==> config.mk <==
export PLATFORM = sky130hd
export DESIGN_NAME = ex_ls_pipe_reg
export DESIGN_NICKNAME = d
export VERILOG_FILES = /design/src/rtl/ex_ls_pipe_reg.sv
export SDC_FILE = /design/constraint.sdc
export NUM_CORES = 1
export LEC_CHECK = 0
export BUFFER_PORTS_ARGS = -buffer_cell sky130_fd_sc_hd__clkbuf_2
export CAP_MARGIN = 20
export CORE_AREA = 2 2 238 240
export CTS_CLUSTER_DIAMETER = 150
export CTS_CLUSTER_SIZE = 10
export DETAILED_ROUTE_END_ITERATION = 16
export DIE_AREA = 0 0 240 242
export GPL_TIMING_DRIVEN = 0
export SLEW_MARGIN = 0
export SYNTH_ARGS = -nofsm -noshare
export SYNTH_HDL_FRONTEND = slang
export SYNTH_SLANG_ARGS = --single-unit
==> constraint.sdc <==
create_clock -name clock -period 1.5 [get_ports clock]
set_input_delay 0.15 -clock clock [delete_from_list [all_inputs] [get_ports clock]]
set_output_delay 0.15 -clock clock [all_outputs]
set_load 0.03 [all_outputs]
==> src/rtl/ex_ls_pipe_reg.sv <==
// Execute -> load/store pipeline register: 2-entry skid buffer, 1-cycle latency, registered in_ready.
// Optional EXLS_PERF_CNT_EN adds perf_stall_cnt (cycles with out_valid & !out_ready).
module ex_ls_pipe_reg #(
  parameter int XLEN   = 64,
  parameter int CTRL_W = 18
) (
  input  logic              clock,
  input  logic              reset,
  input  logic              flush,
  input  logic              in_valid,
  output logic              in_ready,
  input  logic [XLEN-1:0]   in_pc,
  input  logic [31:0]       in_inst,
  input  logic [XLEN-1:0]   in_alures,
  input  logic [XLEN-1:0]   in_wdata,
  input  logic [7:0]        in_wmask,
  input  logic [4:0]        in_waddr,
  input  logic              in_wen,
  input  logic [CTRL_W-1:0] in_ctrl,
  output logic              out_valid,
  input  logic              out_ready,
  output logic [XLEN-1:0]   out_pc,
  output logic [31:0]       out_inst,
  output logic [XLEN-1:0]   out_alures,
  output logic [XLEN-1:0]   out_wdata,
  output logic [7:0]        out_wmask,
  output logic [4:0]        out_waddr,
  output logic              out_wen,
  output logic [CTRL_W-1:0] out_ctrl
`ifdef EXLS_PERF_CNT_EN
  ,
  output logic [63:0]       perf_stall_cnt
`endif
);

  typedef struct packed {
    logic [XLEN-1:0]   pc;
    logic [31:0]       inst;
    logic [XLEN-1:0]   alures;
    logic [XLEN-1:0]   wdata;
    logic [7:0]        wmask;
    logic [4:0]        waddr;
    logic              wen;
    logic [CTRL_W-1:0] ctrl;
  } bundle_t;

  typedef enum logic [1:0] {
    EMPTY = 2'd0,
    BUSY  = 2'd1,
    FULL  = 2'd2
  } state_e;

  state_e  state_q, state_d;
  bundle_t m_q, m_d;
  bundle_t s_q, s_d;
  logic    in_ready_q, in_ready_d;
  logic    out_valid_q, out_valid_d;
  bundle_t in_b;
  logic    push;
  logic    pop;

  assign in_b = '{pc: in_pc, inst: in_inst, alures: in_alures, wdata: in_wdata,
                  wmask: in_wmask, waddr: in_waddr, wen: in_wen, ctrl: in_ctrl};

  assign push = in_valid & in_ready_q;
  assign pop  = out_valid_q & out_ready;

  always_comb begin
    state_d = state_q;
    m_d     = m_q;
    s_d     = s_q;
    unique case (state_q)
      EMPTY: begin
        if (push) begin
          state_d = BUSY;
          m_d     = in_b;
        end
      end
      BUSY: begin
        if (push && pop) begin
          m_d = in_b;
        end else if (push) begin
          state_d = FULL;
          s_d     = in_b;
        end else if (pop) begin
          state_d = EMPTY;
        end
      end
      FULL: begin
        if (pop) begin
          state_d = BUSY;
          m_d     = s_q;
        end
      end
      default: state_d = EMPTY;
    endcase
    // Flush overrides everything; payload keeps its old contents so a discarded push leaves no trace.
    if (flush) begin
      state_d = EMPTY;
      m_d     = m_q;
      s_d     = s_q;
    end
    out_valid_d = (state_d != EMPTY);
    in_ready_d  = (state_d != FULL);
  end

  always_ff @(posedge clock) begin
    if (reset) begin
      state_q     <= EMPTY;
      m_q         <= '0;
      s_q         <= '0;
      in_ready_q  <= 1'b1;
      out_valid_q <= 1'b0;
    end else begin
      state_q     <= state_d;
      m_q         <= m_d;
      s_q         <= s_d;
      in_ready_q  <= in_ready_d;
      out_valid_q <= out_valid_d;
    end
  end

  assign in_ready   = in_ready_q;
  assign out_valid  = out_valid_q;
  assign out_pc     = m_q.pc;
  assign out_inst   = m_q.inst;
  assign out_alures = m_q.alures;
  assign out_wdata  = m_q.wdata;
  assign out_wmask  = m_q.wmask;
  assign out_waddr  = m_q.waddr;
  // A stale entry must never produce a register write.
  assign out_wen    = m_q.wen & out_valid_q;
  assign out_ctrl   = m_q.ctrl;

`ifdef EXLS_PERF_CNT_EN
  logic [63:0] stall_cnt_q, stall_cnt_d;

  always_comb begin
    stall_cnt_d = stall_cnt_q;
    if (out_valid_q && !out_ready) begin
      stall_cnt_d = stall_cnt_q + 64'd1;
    end
  end

  always_ff @(posedge clock) begin
    if (reset) begin
      stall_cnt_q <= '0;
    end else begin
      stall_cnt_q <= stall_cnt_d;
    end
  end

  assign perf_stall_cnt = stall_cnt_q;
`endif

endmodule

==> impl_metrics.tcl, run 1 <==
set metrics [dict create \
    status "complete, but fails checks" \
    failed_checks "negative setup slack" \
    routed_wl_um 74600 \
    seq_power_share 0.445 \
    slowest_stage "dfxtp_2" \
    crit_path_start "state_q[0]$_SDFF_PP0_" \
    start_kind "flop" \
    min-delay-start "in_valid" \
    vias 20406 \
    critPathBufInv 4 \
    fin_total_pwr_mw 33.1 \
    finalHoldViolCount 0 \
    fmax_mhz 541 \
    ios 519 \
    avgSynthCellArea_um2 8.74 \
    multiInputGateArea_um2 9290 \
    final_area_um2 31600 \
    switching_share 0.276 \
    portBuffers 517 \
    die-area_um2 58100 \
    gr-total-overflow 0 \
    peakVddDrop_mv 0.857 \
    viasPerCell 4.90 \
    dp_cells 3801 \
    synth.distinct_cells 22 \
    tightest_slew_ns 0.933 \
    antenna_found_initial 10 \
    leakage_nw 14.8 \
    drt_first_pass_iters 5 \
    period_needed_ns 1.85 \
    die_h_um 242 \
    yosysSeqAreaShare 0.468 \
    power_frac_comb 0.184 \
    seq_area_um2 10300 \
    cp_common_cell "buf_6" \
    end_kind "flop" \
    layout_setup_ws_ns -0.347 \
    htreeDepth 2 \
    critical_path_arrival_ns 2.35 \
    netlist_instances 2528 \
    crit_path_max_fanout 10 \
    dp_hpwl_um 52100 \
    crit_path_max_incr_delay_ns 0.33 \
    place_area_um2 25900 \
    cts-root-buf "clkbuf_16" \
    power.clock.fraction 0.372 \
    synth_area_leaders "dfxtp_1 47%, mux2i_1 12%, buf_4 8.8%" \
    start_util 0.396 \
    clk_transition_reported_paths_ns 0.06 \
    yosysTopAreaCellShare 0.468 \
    ant_nets 0 \
    critPathKind "flop to flop" \
    fp-row-count 87 \
    cts.sinks 516 \
    tritoncts "yes" \
    relSlewSlack 0.378 \
    numCtsBuffers 57 \
    grt_pass1_wl_um 110000 \
    die-width_um 240 \
    drv_slew 0 \
    ys_warn_count 0 \
    postSynthNetCount 2789 \
    finalNonFillerCells 4164 \
    place_ws_ns -1.12 \
    r2r_start "state_q[0]$_SDFF_PP0_" \
    drcViolationCount 0 \
    intPower_mw 24.0 \
    n_fill_cell 5015 \
    rsz0062_at_grt "yes" \
    path_delay_family "buffers and inverters" \
    drive_above_1_share 0.330 \
    wl_per_cell_um 17.9 \
    grt_max_degree 15 \
    fin_worst_skew_ns 0.0179 \
    maxCapViolCount 0 \
    final_cell_mix "519 x clkbuf_2, 512 x dfxtp_1, 464 x nand2_1" \
    finalSetupViolations 517 \
    dr.first_iter.drc_count 816 \
    final_common_cell "clkbuf_2" \
    hold_ws_ns 0.0202 \
    syn_to_final_growth_pct 43.1 \
    clock_latency_ns 0.60 \
    synth-seq-cells 516 \
    grt_pass1_vias 20023 \
    p_per_area_nw_per_um2 1050 \
    clock_path_buffers 3 \
    syn_area_um2 22100 \
    critPathRequiredTime_ns 2.00 \
    switching_power_mw 9.12 \
    min_path_type "input pin to flop" \
    crit_chain "nand2b_1 -> buf_6 -> a221oi_2 -> buf_6 -> buf_12 -> buf_6 -> nor2_1 -> a211oi_1" \
    nNetsFinal 3656 \
    grt_usage 0.239 \
    yosysTopAreaCell "dfxtp_1" \
    globalplace.congestion 0.853 \
    finalCritPeriodShare 1.23 \
    core_region_area_um2 55700 \
]
==> synth_stat cells <==
library cell	instances
o21ai_0	2
nor4_2	1
dfxtp_1	516
nand2b_1	2
inv_1	1
nand3_1	1
buf_2	110
or2_1	1
mux2i_1	256
or4_1	1
a221oi_1	1
nor3_1	1
and2_1	3
buf_4	259
clkbuf_1	64
buf_6	22
nand3b_1	1
a21oi_1	257
nand2_1	514
a21boi_0	1
nor2_1	258
a211oi_1	256
==> power groups by stage <==
stage	sequential (mW)	combinational, mW	clock [mW]
finish	14.7	6.08	12.3
floorplan	14.9	3.55	0
global placement	15.0	5.13	0
detailed placement	15.0	5.18	0
CTS	14.7	5.89	12.6
global route	14.8	6.51	13.1
==> worst reg2reg max path: cells and delay by family (launching register included) <==
kind / cells / cell delay, ns
buf+inv: 4 / 0.78
flops: 1 / 0.33
compound gates: 2 / 0.44
simple gates: 2 / 0.21
==> metal layers <==
metal | vias to the layer above | GRT usage | share of wire
li1 | 10029 | - | -
met1 | 9673 | 0.299 | 0.42
met2 | 554 | 0.406 | 0.49
met3 | 150 | 0.0531 | 0.059
met4 | 0 | 0.0791 | 0.030
met5 | - | 0 | 0
==> state kept, by name (all words and copies together), names as in the netlist <==
signal	count
s_q	256
out_alures	64
out_pc	64
out_wdata	64
out_inst	32
out_ctrl	18
out_wmask	8
out_waddr	5
state_q	2
in_ready	1
m_q	1
out_valid	1
==> timing repair <==
item | 4_1_cts | 5_1_grt
pin swaps | 13 | 60
cloned | 3 | 22
endpoints found under the hold margin | 516 | 0
endpoints found under the setup margin | 520 | 523
hold buffers | 258 | 0
setup buffers | 3 | 7
resized for setup | 90 | 198
==> layout make-up <==
type | count | share of cell area
antenna | 10 | 0.000792
buffer | 453 | 0.115
clock buffer | 60 | 0.0462
clock inverter | 2 | 0.00147
inverter | 1 | 0.000119
multi-input combinational | 1557 | 0.294
sequential | 516 | 0.327
tap | 756 | 0.0299
timing repair buffer | 809 | 0.185
==> per-stage QoR <==
step	utilization	TNS [ns]
final	0.567	-132.00
after floorplan	-	-42.69
after global routing	0.567	-161.93
after global placement	0.464	-427.71
after CTS	0.546	-140.27
after detailed placement	0.464	-438.32
==> logic make-up after synthesis <==
| family | Yosys count | synth area share |
|---|---|---|
| compound gates | 517 | 0.146 |
| buf+inv | 456 | 0.135 |
| flops | 516 | 0.468 |
| mux | 256 | 0.116 |
| simple gates | 783 | 0.135 |
==> path summary, 6_finish.rpt <==
check | endpoint | slack, ns | depth (start not counted)
min | state_q[0]$_SDFF_PP0_ | 0.02 | 4
min reg2reg | s_q[116]$_SDFFE_PP0P_ | 0.45 | 2
max reg2reg | out_pc[1]$_SDFFE_PP0P_ | -0.35 | 8
max | out_pc[1]$_SDFFE_PP0P_ | -0.35 | 8
Note: power is estimated with default switching activity, not from simulation.
==> run 2: changes to the inputs <==
--- a/config.mk
+++ b/config.mk
@@ -13,6 +13,7 @@
 export DETAILED_ROUTE_END_ITERATION = 16
 export DIE_AREA = 0 0 240 242
 export GPL_TIMING_DRIVEN = 0
+export HOLD_SLACK_MARGIN = 0.12
 export SLEW_MARGIN = 0
 export SYNTH_ARGS = -nofsm -noshare
 export SYNTH_HDL_FRONTEND = slang
==> run 2 against run 1 <==
Net effect: the flow still finishes with violations (negative setup slack); total power barely moved; sequential cell count did not move; combinational power barely moved; via count fell by 0.31%; count of clock-buffer cells in the layout did not move; worst hold slack improved by 0.094 ns; cell area barely moved; core utilization barely moved; final cell count barely moved; global-route usage barely moved; largest cell class unchanged.
==> impl_metrics.tcl, run 2 (same netlist as run 1, synthesis figures left out) <==
set metrics [dict create \
    grt_pass1_vias 20026 \
    start_util 0.396 \
    drt_first_pass_iters 5 \
    clock_latency_ns 0.60 \
    r2r_start "state_q[0]$_SDFF_PP0_" \
    die-width_um 240 \
    leakage_nw 14.8 \
    power.clock.fraction 0.371 \
    finalCritPeriodShare 1.23 \
    min_path_type "input pin to flop" \
    largest_reg_flops 256 \
    status "complete, but fails checks" \
    critPathRequiredTime_ns 2.00 \
    grt_usage 0.239 \
    crit_path_start "state_q[0]$_SDFF_PP0_" \
    peakVddDrop_mv 0.861 \
    layout_setup_ws_ns -0.346 \
    seq_power_share 0.445 \
    maxCapViolCount 0 \
    syn_to_final_growth_pct 43.1 \
    htreeDepth 2 \
    gr-total-overflow 0 \
    min-delay-start "out_ready" \
    dr.first_iter.drc_count 854 \
    tightest_slew_ns 0.932 \
    globalplace.congestion 0.853 \
    drive_above_1_share 0.329 \
    nNetsFinal 3657 \
    portBuffers 517 \
    switching_power_mw 9.11 \
    fin_total_pwr_mw 33.1 \
    switching_share 0.275 \
    cts.sinks 516 \
    wl_per_cell_um 17.9 \
    relSlewSlack 0.379 \
    period_needed_ns 1.85 \
    p_per_area_nw_per_um2 1050 \
    crit_chain "nand2b_1 -> buf_6 -> a221oi_2 -> buf_6 -> buf_12 -> buf_6 -> nor2_1 -> a211oi_1" \
    routed_wl_um 74700 \
    finalNonFillerCells 4165 \
    tritoncts "yes" \
    antenna_found_initial 10 \
    crit_path_max_fanout 10 \
    die-area_um2 58100 \
    ant_nets 0 \
    slowest_stage "dfxtp_2" \
    final_common_cell "clkbuf_2" \
    dp_cells 3801 \
    cts-root-buf "clkbuf_16" \
    viasPerCell 4.88 \
    ios 519 \
    finalSetupViolations 517 \
    power_frac_comb 0.184 \
    fmax_mhz 542 \
    fin_worst_skew_ns 0.0179 \
    drv_slew 0 \
    failed_checks "negative setup slack" \
    start_kind "flop" \
    fp-row-count 87 \
    grt_pass1_wl_um 110000 \
    rsz0062_at_grt "yes" \
    die_h_um 242 \
    crit_path_max_incr_delay_ns 0.33 \
    vias 20343 \
    intPower_mw 24.0 \
    grt_max_degree 15 \
    dp_hpwl_um 52100 \
    clk_transition_reported_paths_ns 0.06 \
    final_cell_mix "519 x clkbuf_2, 512 x dfxtp_1, 464 x nand2_1" \
    core_region_area_um2 55700 \
    numCtsBuffers 57 \
    critical_path_arrival_ns 2.35 \
    cp_common_cell "buf_6" \
    finalHoldViolCount 0 \
    critPathKind "flop to flop" \
    largest_register "s_q" \
    end_kind "flop" \
    clock_path_buffers 3 \
    drcViolationCount 0 \
]
[run 2: critical path: cells and delay by family (launching register included)]
kind	cells	cell delay, ns
AND/OR/NAND/NOR	2	0.21
buffers and inverters	4	0.77
AO/OA/AOI/OAI	2	0.44
flip-flops	1	0.33
[run 2: final cells by class]
cell class                      instances  area (um2)
Tap cell                              756         946
Multi-Input combinational cell       1557        9280
Timing Repair Buffer                  810        5860
Antenna cell                           10        25.0
Clock inverter                          2        46.3
Inverter                                1        3.75
Fill cell                            5016       24100
Clock buffer                           60        1460
Sequential cell                       516       10300
Buffer                                453        3630
[run 2: layer usage]
metal	wire length, um	global-route usage	up-vias	part of all wire
li1	-	-	10026	-
met1	31600	0.299	9629	0.42
met2	36300	0.407	536	0.49
met3	4580	0.0531	152	0.061
met4	2190	0.0791	0	0.029
met5	0	0	-	0
[run 2: per-stage QoR]
stage | utilization | setup WS [ns] | TNS [ns] | instance area, um2 | hold WS [ns]
after global placement | 0.464 | -1.10 | -427.71 | 25900 | 0.390
final | 0.567 | -0.346 | -131.86 | 31600 | 0.114
after detailed placement | 0.464 | -1.12 | -438.32 | 25900 | 0.394
after global routing | 0.567 | -0.405 | -161.87 | 31600 | 0.134
after CTS | 0.546 | -0.341 | -140.28 | 30400 | -0.0181
after floorplan | - | -0.185 | -42.69 | 22300 | 0.286
[run 2: repair_timing]
action                     CTS  global route
gates cloned                 3            22
pin swaps                   13            59
setup endpoints to repair  520           523
hold endpoints to repair   516             2
buffers inserted             3             7
hold buffers               258             1
resized for setup           90           196
[run 2: power by group through the flow]
stage	Combinational, mW	Sequential (mW)	Clock, mW
after floorplan	3.55	14.9	0
after detailed placement	5.18	15.0	0
after global routing	6.51	14.8	13.1
final	6.09	14.7	12.3
after global placement	5.13	15.0	0
after CTS	5.89	14.7	12.6
[run 2: path summary, 6_finish.rpt]
check,endpoint,slack (ns),depth (start not counted)
hold / removal,state_q[0]$_SDFF_PP0_,0.11,5
setup reg to reg,out_pc[1]$_SDFFE_PP0P_,-0.35,8
setup / recovery,out_pc[1]$_SDFFE_PP0P_,-0.35,8
hold reg to reg,s_q[116]$_SDFFE_PP0P_,0.45,2
==> run 3: changes to the inputs <==
--- a/config.mk
+++ b/config.mk
@@ -14,6 +14,7 @@
 export DIE_AREA = 0 0 240 242
 export GPL_TIMING_DRIVEN = 0
 export HOLD_SLACK_MARGIN = 0.12
+export PLACE_DENSITY = 0.72
 export SLEW_MARGIN = 0
 export SYNTH_ARGS = -nofsm -noshare
 export SYNTH_HDL_FRONTEND = slang
==> run 3 against run 2 <==
Net effect: the flow still finishes with violations (negative setup slack); highest routed layer is now met5; worst hold slack got worse by 0.018 ns; final cell count shrank 0.26%; critical path type unchanged; total power rose by 0.59%.
==> impl_metrics.tcl, run 3 (same netlist as run 1, synthesis figures left out) <==
set metrics [dict create \
    viasPerCell 4.92 \
    critPathKind "flop to flop" \
    core_region_area_um2 55700 \
    largest_reg_flops 256 \
    ant_nets 0 \
    tns_ns -134.18 \
    dp_hpwl_um 49300 \
    failed_checks "negative setup slack" \
    maxCapViolCount 0 \
    die_h_um 242 \
    regToRegSetupSlack_ns -0.34 \
    p_per_area_nw_per_um2 1070 \
    min_path_type "input pin to flop" \
    place_ws_ns -1.04 \
    critical_path_arrival_ns 2.30 \
    fin_total_pwr_mw 33.3 \
    drt_first_pass_iters 5 \
    fin_worst_skew_ns 0.0374 \
    clock_path_buffers 3 \
    largest_register "s_q" \
    finalSetupViolations 517 \
    routed_wl_um 73200 \
    crit_path_max_incr_delay_ns 0.52 \
    crit_chain "and2_4 -> or4_4 -> clkbuf_16 -> clkbuf_8 -> buf_6 -> nand2_1 -> a21oi_1" \
    vias 20429 \
    drv_slew 0 \
    rsz0062_at_grt "yes" \
    wl_per_cell_um 17.6 \
    grt_pass1_wl_um 109000 \
    slowest_stage "or4_4" \
    grt_max_degree 17 \
    nNetsFinal 3642 \
    finalHoldViolCount 0 \
    min-delay-start "in_valid" \
    htreeDepth 2 \
    gr-total-overflow 0 \
    grt_pass1_vias 19940 \
    dr.first_iter.drc_count 1032 \
    end_kind "flop" \
    cts.sinks 516 \
    hold_ws_ns 0.0965 \
    finalCritPeriodShare 1.23 \
    leakage_nw 14.6 \
    r2r_start "out_valid$_SDFF_PP0_" \
    status "complete, but fails checks" \
    syn_to_final_growth_pct 40.7 \
    fp-row-count 87 \
    dp_cells 3801 \
    final_common_cell "clkbuf_2" \
    final_util 0.558 \
    finalNonFillerCells 4154 \
    layout_setup_ws_ns -0.344 \
    die-width_um 240 \
    r2r_end "s_q[180]$_SDFFE_PP0P_" \
    numCtsBuffers 57 \
    final_cell_mix "517 x clkbuf_2, 514 x nand2_1, 513 x dfxtp_1" \
    place_area_um2 25900 \
    r2r_cells 7 \
    critPathRequiredTime_ns 1.96 \
    globalplace.congestion 0.835 \
    antenna_found_initial 15 \
    crit_path_max_fanout 10 \
    critPathBufInv 3 \
    portBuffers 517 \
    die-area_um2 58100 \
    final_area_um2 31100 \
    start_kind "flop" \
    drive_above_1_share 0.308 \
    min_to "in_ready$_SDFF_PP1_" \
    clock_latency_ns 0.62 \
    peakVddDrop_mv 0.863 \
    drcViolationCount 0 \
    tightest_slew_ns 0.810 \
    tritoncts "yes" \
    path_delay_family "simple AND/OR/NAND/NOR gates" \
    relSlewSlack 0.460 \
    hold_depth 4 \
    grt_usage 0.238 \
    ios 519 \
    start_util 0.396 \
    clk_transition_reported_paths_ns 0.06 \
    period_needed_ns 1.84 \
    fmax_mhz 542 \
    cts-root-buf "clkbuf_16" \
]
## run 3: area by class of cell
class | count | area, um2
diodes | 13 | 32.5
plain buffers | 454 | 3690
clock buffers | 59 | 1430
clock inverters | 4 | 88.8
fillers | 4890 | 24700
inverters | 1 | 3.75
multi-input cells | 1556 | 9020
flip-flops and latches | 516 | 10300
well taps | 756 | 946
repair buffers | 795 | 5520
## run 3: worst max-delay path by stage
stage | startpoint | to | slack (ns) | depth (start not counted)
floorplan | out_valid$_SDFF_PP0_ | s_q[100]$_SDFFE_PP0P_ | -0.19 | 7
global placement | out_valid$_SDFF_PP0_ | s_q[118]$_SDFFE_PP0P_ | -1.09 | 6
detailed placement | out_valid$_SDFF_PP0_ | s_q[120]$_SDFFE_PP0P_ | -1.04 | 6
CTS | out_valid$_SDFF_PP0_ | s_q[210]$_SDFFE_PP0P_ | -0.33 | 7
global route | state_q[0]$_SDFF_PP0_ | out_pc[22]$_SDFFE_PP0P_ | -0.46 | 8
finish | out_valid$_SDFF_PP0_ | s_q[180]$_SDFFE_PP0P_ | -0.34 | 7
## run 3: layer usage
metal,up-vias,global-route usage,wire (um)
li1,9997,-,-
met1,9551,0.286,29900
met2,650,0.406,35300
met3,223,0.0503,4530
met4,8,0.111,3340
met5,-,0,42
## run 3: worst register-to-register path: cells and delay by family (launching register included)
family | cells | cell delay, ns
flops | 1 | 0.35
simple gates | 3 | 0.75
buf+inv | 3 | 0.53
compound gates | 1 | 0.07
## run 3: power breakdown
part | total [mW] | internal (mW) | switching (mW)
Combinational | 6.18 | 2.73 | 3.45
Clock | 12.4 | 6.89 | 5.51
Sequential | 14.7 | 14.4 | 0.344
Total | 33.3 | 24.0 | 9.30
## run 3: timing repair
action	4_1_cts	5_1_grt
gates cloned	7	5
endpoints found under the setup margin	520	530
resized for setup	101	84
hold endpoints to repair	516	1
hold buffers	258	2
pin swaps	8	13
buffers inserted	9	0
